--- src/rtl/write_buffer_ctrl_if.sv ---
// Bus bundle between the CPU/cache store path, the write buffer controller and main memory.
// The slave modport is the controller's view; master is the surrounding system.
interface write_buffer_ctrl_if #(
   parameter int ADDR_W = 10,
   parameter int DATA_W = 32
);
   logic              Mem_Wr;
   logic [ADDR_W-1:0] Wr_Addr;
   logic [DATA_W-1:0] Wr_Data;
   logic              Rd_Miss_Req;
   logic [ADDR_W-1:0] Rd_Addr;
   logic              Rd_Done;
   logic              Main_Wr;
   logic              Main_Rd;
   logic [ADDR_W-1:0] Main_Addr;
   logic [DATA_W-1:0] Main_WData;
   logic              Main_Ready;
   logic              wb_full;
   logic              wb_empty;
   logic              stall;

   modport master (
      output Mem_Wr, Wr_Addr, Wr_Data, Rd_Miss_Req, Rd_Addr, Main_Ready,
      input  Rd_Done, Main_Wr, Main_Rd, Main_Addr, Main_WData, wb_full, wb_empty, stall
   );

   modport slave (
      input  Mem_Wr, Wr_Addr, Wr_Data, Rd_Miss_Req, Rd_Addr, Main_Ready,
      output Rd_Done, Main_Wr, Main_Rd, Main_Addr, Main_WData, wb_full, wb_empty, stall
   );
endinterface

--- src/rtl/write_buffer_ctrl.sv ---
// Write-through store buffer with a single-ported main-memory scheduler.
// Refill reads win over drains unless the read address matches a queued store.
module write_buffer_ctrl #(
   parameter int ADDR_W = 10,
   parameter int DATA_W = 32,
   parameter int DEPTH  = 4
) (
   input  logic CLK,
   input  logic rst,
   write_buffer_ctrl_if.slave bus
);
   localparam int PTR_W = $clog2(DEPTH);
   localparam int CNT_W = PTR_W + 1;

   typedef enum logic [1:0] {IDLE, READ, WRITE} state_t;

   state_t            state;
   logic [ADDR_W-1:0] addr_mem [DEPTH];
   logic [DATA_W-1:0] data_mem [DEPTH];
   logic [PTR_W-1:0]  wr_ptr;
   logic [PTR_W-1:0]  rd_ptr;
   logic [CNT_W-1:0]  count;
   logic              push;
   logic              pop;
   logic              entry_hit;
   logic              raw_hit;

   // An entry is live when its distance from the head is below the occupancy.
   function automatic logic is_valid(input logic [PTR_W-1:0] idx,
                                     input logic [PTR_W-1:0] head,
                                     input logic [CNT_W-1:0] cnt);
      logic [PTR_W-1:0] offs;
      offs = idx - head;
      return ({1'b0, offs} < cnt);
   endfunction

   assign bus.wb_full  = (count == CNT_W'(DEPTH));
   assign bus.wb_empty = (count == '0);
   assign bus.stall    = bus.Mem_Wr && bus.wb_full;
   assign push         = bus.Mem_Wr && !bus.wb_full;
   assign pop          = (state == WRITE) && bus.Main_Ready;
   assign bus.Rd_Done  = !rst && (state == READ) && bus.Main_Ready;

   always_comb begin
      entry_hit = 1'b0;
      for (int i = 0; i < DEPTH; i++) begin
         if (is_valid(PTR_W'(i), rd_ptr, count) && (addr_mem[i] == bus.Rd_Addr))
            entry_hit = 1'b1;
      end
   end

   // A store landing this very cycle also blocks a read to the same word.
   assign raw_hit = entry_hit || (push && (bus.Wr_Addr == bus.Rd_Addr));

   always_ff @(posedge CLK) begin
      if (push) begin
         addr_mem[wr_ptr] <= bus.Wr_Addr;
         data_mem[wr_ptr] <= bus.Wr_Data;
      end
   end

   always_ff @(posedge CLK) begin
      if (rst) begin
         wr_ptr <= '0;
         rd_ptr <= '0;
         count  <= '0;
      end else begin
         if (push) wr_ptr <= wr_ptr + PTR_W'(1);
         if (pop)  rd_ptr <= rd_ptr + PTR_W'(1);
         case ({push, pop})
            2'b10:   count <= count + CNT_W'(1);
            2'b01:   count <= count - CNT_W'(1);
            default: count <= count;
         endcase
      end
   end

   always_ff @(posedge CLK) begin
      if (rst) begin
         state          <= IDLE;
         bus.Main_Wr    <= 1'b0;
         bus.Main_Rd    <= 1'b0;
         bus.Main_Addr  <= '0;
         bus.Main_WData <= '0;
      end else begin
         case (state)
            IDLE: begin
               if (bus.Rd_Miss_Req && !raw_hit) begin
                  state         <= READ;
                  bus.Main_Rd   <= 1'b1;
                  bus.Main_Addr <= bus.Rd_Addr;
               end else if (!bus.wb_empty) begin
                  state          <= WRITE;
                  bus.Main_Wr    <= 1'b1;
                  bus.Main_Addr  <= addr_mem[rd_ptr];
                  bus.Main_WData <= data_mem[rd_ptr];
               end
            end
            READ: begin
               if (bus.Main_Ready) begin
                  state       <= IDLE;
                  bus.Main_Rd <= 1'b0;
               end
            end
            WRITE: begin
               if (bus.Main_Ready) begin
                  state       <= IDLE;
                  bus.Main_Wr <= 1'b0;
               end
            end
            default: begin
               state       <= IDLE;
               bus.Main_Wr <= 1'b0;
               bus.Main_Rd <= 1'b0;
            end
         endcase
      end
   end
endmodule

--- src/flat_wrapper.sv ---
// flat-port wrapper written by rule: the top's interface ports become plain ports
module write_buffer_ctrl_flat 
#(
   parameter int ADDR_W = 10,
   parameter int DATA_W = 32,
   parameter int DEPTH  = 4
)
  (CLK, rst, bus_Mem_Wr, bus_Wr_Addr, bus_Wr_Data, bus_Rd_Miss_Req, bus_Rd_Addr, bus_Main_Ready, bus_Rd_Done, bus_Main_Wr, bus_Main_Rd, bus_Main_Addr, bus_Main_WData, bus_wb_full, bus_wb_empty, bus_stall);
  write_buffer_ctrl_if #(.ADDR_W(ADDR_W), .DATA_W(DATA_W)) bus_i ();
  input  logic CLK;
  input  logic rst;
  input wire logic [$bits(bus_i.Mem_Wr)-1:0] bus_Mem_Wr;
  input wire logic [$bits(bus_i.Wr_Addr)-1:0] bus_Wr_Addr;
  input wire logic [$bits(bus_i.Wr_Data)-1:0] bus_Wr_Data;
  input wire logic [$bits(bus_i.Rd_Miss_Req)-1:0] bus_Rd_Miss_Req;
  input wire logic [$bits(bus_i.Rd_Addr)-1:0] bus_Rd_Addr;
  input wire logic [$bits(bus_i.Main_Ready)-1:0] bus_Main_Ready;
  output wire logic [$bits(bus_i.Rd_Done)-1:0] bus_Rd_Done;
  output wire logic [$bits(bus_i.Main_Wr)-1:0] bus_Main_Wr;
  output wire logic [$bits(bus_i.Main_Rd)-1:0] bus_Main_Rd;
  output wire logic [$bits(bus_i.Main_Addr)-1:0] bus_Main_Addr;
  output wire logic [$bits(bus_i.Main_WData)-1:0] bus_Main_WData;
  output wire logic [$bits(bus_i.wb_full)-1:0] bus_wb_full;
  output wire logic [$bits(bus_i.wb_empty)-1:0] bus_wb_empty;
  output wire logic [$bits(bus_i.stall)-1:0] bus_stall;
  assign bus_i.Mem_Wr = bus_Mem_Wr;
  assign bus_i.Wr_Addr = bus_Wr_Addr;
  assign bus_i.Wr_Data = bus_Wr_Data;
  assign bus_i.Rd_Miss_Req = bus_Rd_Miss_Req;
  assign bus_i.Rd_Addr = bus_Rd_Addr;
  assign bus_i.Main_Ready = bus_Main_Ready;
  assign bus_Rd_Done = bus_i.Rd_Done;
  assign bus_Main_Wr = bus_i.Main_Wr;
  assign bus_Main_Rd = bus_i.Main_Rd;
  assign bus_Main_Addr = bus_i.Main_Addr;
  assign bus_Main_WData = bus_i.Main_WData;
  assign bus_wb_full = bus_i.wb_full;
  assign bus_wb_empty = bus_i.wb_empty;
  assign bus_stall = bus_i.stall;
  write_buffer_ctrl #(.ADDR_W(ADDR_W), .DATA_W(DATA_W), .DEPTH(DEPTH)) u_core (.CLK(CLK), .rst(rst), .bus(bus_i));
endmodule
--- config.mk ---
export PLATFORM = sky130hd
export DESIGN_NAME = write_buffer_ctrl_flat
export DESIGN_NICKNAME = d
export VERILOG_FILES = /design/src/rtl/write_buffer_ctrl_if.sv /design/src/rtl/write_buffer_ctrl.sv /design/src/flat_wrapper.sv
export SDC_FILE = /design/constraint.sdc
export NUM_CORES = 1
export LEC_CHECK = 0
export ABC_AREA = 1
export BUFFER_PORTS_ARGS = -buffer_cell sky130_fd_sc_hd__buf_2
export CAP_MARGIN = 15
export CORE_UTILIZATION = 65
export CTS_BUF_LIST = sky130_fd_sc_hd__clkbuf_8
export DETAILED_ROUTE_END_ITERATION = 10
export HOLD_SLACK_MARGIN = 0.06
export PLACE_DENSITY = 0.85
export SKIP_CTS_REPAIR_TIMING = 1
export SLEW_MARGIN = 20
export SYNTH_ARGS = -nofsm -noshare
export SYNTH_HDL_FRONTEND = slang
export SYNTH_SLANG_ARGS = --single-unit
--- constraint.sdc ---
create_clock -name CLK -period 7.6 [get_ports CLK]
set_clock_uncertainty 0.05 [all_clocks]
set_input_delay 0.38 -clock CLK [delete_from_list [all_inputs] [get_ports CLK]]
set_output_delay 0.38 -clock CLK [all_outputs]
set_load 0.005 [all_outputs]
==> metrics.txt <==
Die ar. 15300 µm²; area leader, netlist edfxtp_1; largest net degree at the start of global routing 69; Final Cycle Share 46.0%; Avg Cell Area, Syn 9.71 µm²; fmax 286 MHz; First-pass DRT Iterations 5; CTS tree yes; Critical Path Start Type flop; worst setup path class reg2reg; post-route ant nets 0; Critical-path top delay cell nor2_4; CP Cell Sequence buf_4 -> nand2_1 -> nand2_1 -> inv_1 -> ha_1 -> nand2_1 -> nand2_1 -> nand2_1 -> nand3_1 -> nor2_1 -> nor2_1 -> nand3_4 -> nand2_2 -> nor2_4 -> nand2_1 -> a21oi_1; CTS clk-pin slew, worst paths 60 ps; top cell type's share of synthesized area 52.5%; worst endpoint required time 8000 ps; ys flop type edfxtp_1; final worst path period need 3500 ps; Pleak 0.00471 µW; Final GP Congestion 0.844; setup TNS 0 ps; slowest cell delay on critical path 660 ps; GR Overflow Total 0; status finished, final reports clean; Clock Latency Late Sink 540 ps; largest family of logic cells by synthesized area simple AND/OR/NAND/NOR gates; final WL 22.6 mm; Die X 124 µm; TritonCTS buffer count 35; drt drc 0; effective utilization at floorplan 66.3%; crit path DAT 3900 ps; PortBufs 104; drt first-iter violations 756; main area contributors after synthesis edfxtp_1 (53%), nand2_1 (12%), dfxtp_1 (11%); first-pass GRT wire length 32.9 mm; Routed WL per cell 16.8 µm; area growth from synthesis to layout 17.8%; Cell Area, Placed 10200 µm²; Final HPWL DP 12.5 mm; vias per cell 5.69; VDD IR max 0.205 mV; synth warn 0; Yosys cell types 25; Async SR Flop Fraction 0%; vias in the first global route 6902; Core Box Area 14500 µm²; total power 2790 µW; hold depth 1; Via Count 7628; Final Setup Violations 0; Final Hold Fails 0; FP Rows 44; root buffer cell clkbuf_8; Hold Path Class in2reg; xor and xnor fraction of the mapped netlist area 0.638%; Design Area, Final 11300 µm²; CTS Buffer Depth 3; synthesized flop and latch total 223; fin nets 1200; Synthesized Nets 1059; Worst Path Max Fanout 67; ANT cells 0; clk sinks 223; RSZ-0062 raised after global routing no; initial antenna violation count 0; final slew viol count 0; H-tree levels 2; compound-gate portion of the synthesized area 5.52%; GRT Total Usage 28.5%; total of max-cap violations 0; reg2reg setup slack 4100 ps; FILL cells 895; slew margin rel. 41.9%; die height 124 µm; top cells by count, synth nand2_1 (295), edfxtp_1 (168), nand3_1 (104), inv_1 (79), a21oi_1 (68); post-synthesis sequential area ratio 64.0%; Cells after Synth 989; post-synthesis adder-cell area fraction 1.77%; Post-synth EDFFs 168; Setup crit end kind flop; synthesized area 9600 µm²; multiplexer area fraction after synthesis 0%; layout cells sized above 1 16.1%; IO Count 105; Synth Area in Simple Gates 22.4%; Worst Max-Slew Pin Slew 869 ps; Reg2Reg Depth 16; most frequent cell after synthesis nand2_1; PwrDens 247 nW/µm²; CP most frequent cell nand2_1
[sequential cells by signal, summed over array words and instances, names as in the netlist, named ones only]
name,cells
u_core.addr_mem,40
u_core.bus.Main_Addr,10
u_core.bus.Main_Rd,1
u_core.bus.Main_WData,32
u_core.bus.Main_Wr,1
u_core.count,3
u_core.data_mem,128
u_core.rd_ptr,2
u_core.state,2
u_core.wr_ptr,2
[per-layer routing]
layer  global-route usage (%)  vias to the layer above  wire, µm
met5                        0                        -         0
met4                     10.6                        0       510
met3                     5.90                       58      1750
met2                     48.2                      369     11300
met1                     36.3                     3591      8980
li1                         -                     3610         -
[power breakdown]
| part | total, µW | switching, µW | internal (µW) |
|---|---|---|---|
| sequential | 1430 | 36.2 | 1390 |
| combinational | 354 | 231 | 123 |
| clock | 1010 | 474 | 536 |
| total | 2790 | 742 | 2050 |
[critical path: cells and delay by family, from the launching register on]
family | cells | cell delay [ps]
simple gates | 12 | 1880
flops | 1 | 330
compound gates | 1 | 210
buf+inv | 2 | 650
fa+ha+maj | 1 | 270
[placed cells by master (no fill, tap or decap), drive strengths merged, types with 2 or more instances in the layout]
master / count
clkinv: 12
dfxtp: 55
nor3: 4
inv: 103
clkbuf: 38
xnor2: 7
edfxtp: 168
dlygate4sd3: 37
nand4: 33
ha: 12
buf: 110
nand2: 297
a21oi: 68
nand3: 106
bufinv: 2
nor2: 63
o21ai: 38
[per-stage QoR]
stage	util (%)	instances	hold WS, ps	setup WS, ps
3_5_place_dp	70.8	1240	409	3800
3_3_place_gp	70.8	1240	399	3890
4_1_cts	75.6	1303	-13.4	3770
5_1_grt	78.2	1340	60.6	3830
2_1_floorplan	-	989	406	4650
6_report	78.2	1340	54.2	4100
[path summary, 6_finish.rpt]
kind | from | to
max | u_core.rd_ptr[0] | u_core.bus.Main_WData[7]
min | bus_Wr_Addr[2] | u_core.addr_mem[2][2]
max reg2reg | u_core.rd_ptr[0] | u_core.bus.Main_WData[7]
min reg2reg | u_core.bus.Main_WData[3] | u_core.bus.Main_WData[3]
[final cells by class]
cell class	instances	area (µm²)	area share [%]
well taps	184	230	2.03
clock inverters	25	175	1.55
clock buffers	38	523	4.62
multi-input cells	630	2950	26.1
inverters	93	349	3.08
repair buffers	147	936	8.27
flip-flops and latches	223	6150	54.3
[cells by family after synthesis]
family | after synthesis
buf+inv | 136
compound gates | 106
fa+ha+maj | 13
xor+xnor | 7
flops | 223
simple gates | 504
Power figures use the tool's default switching activity.
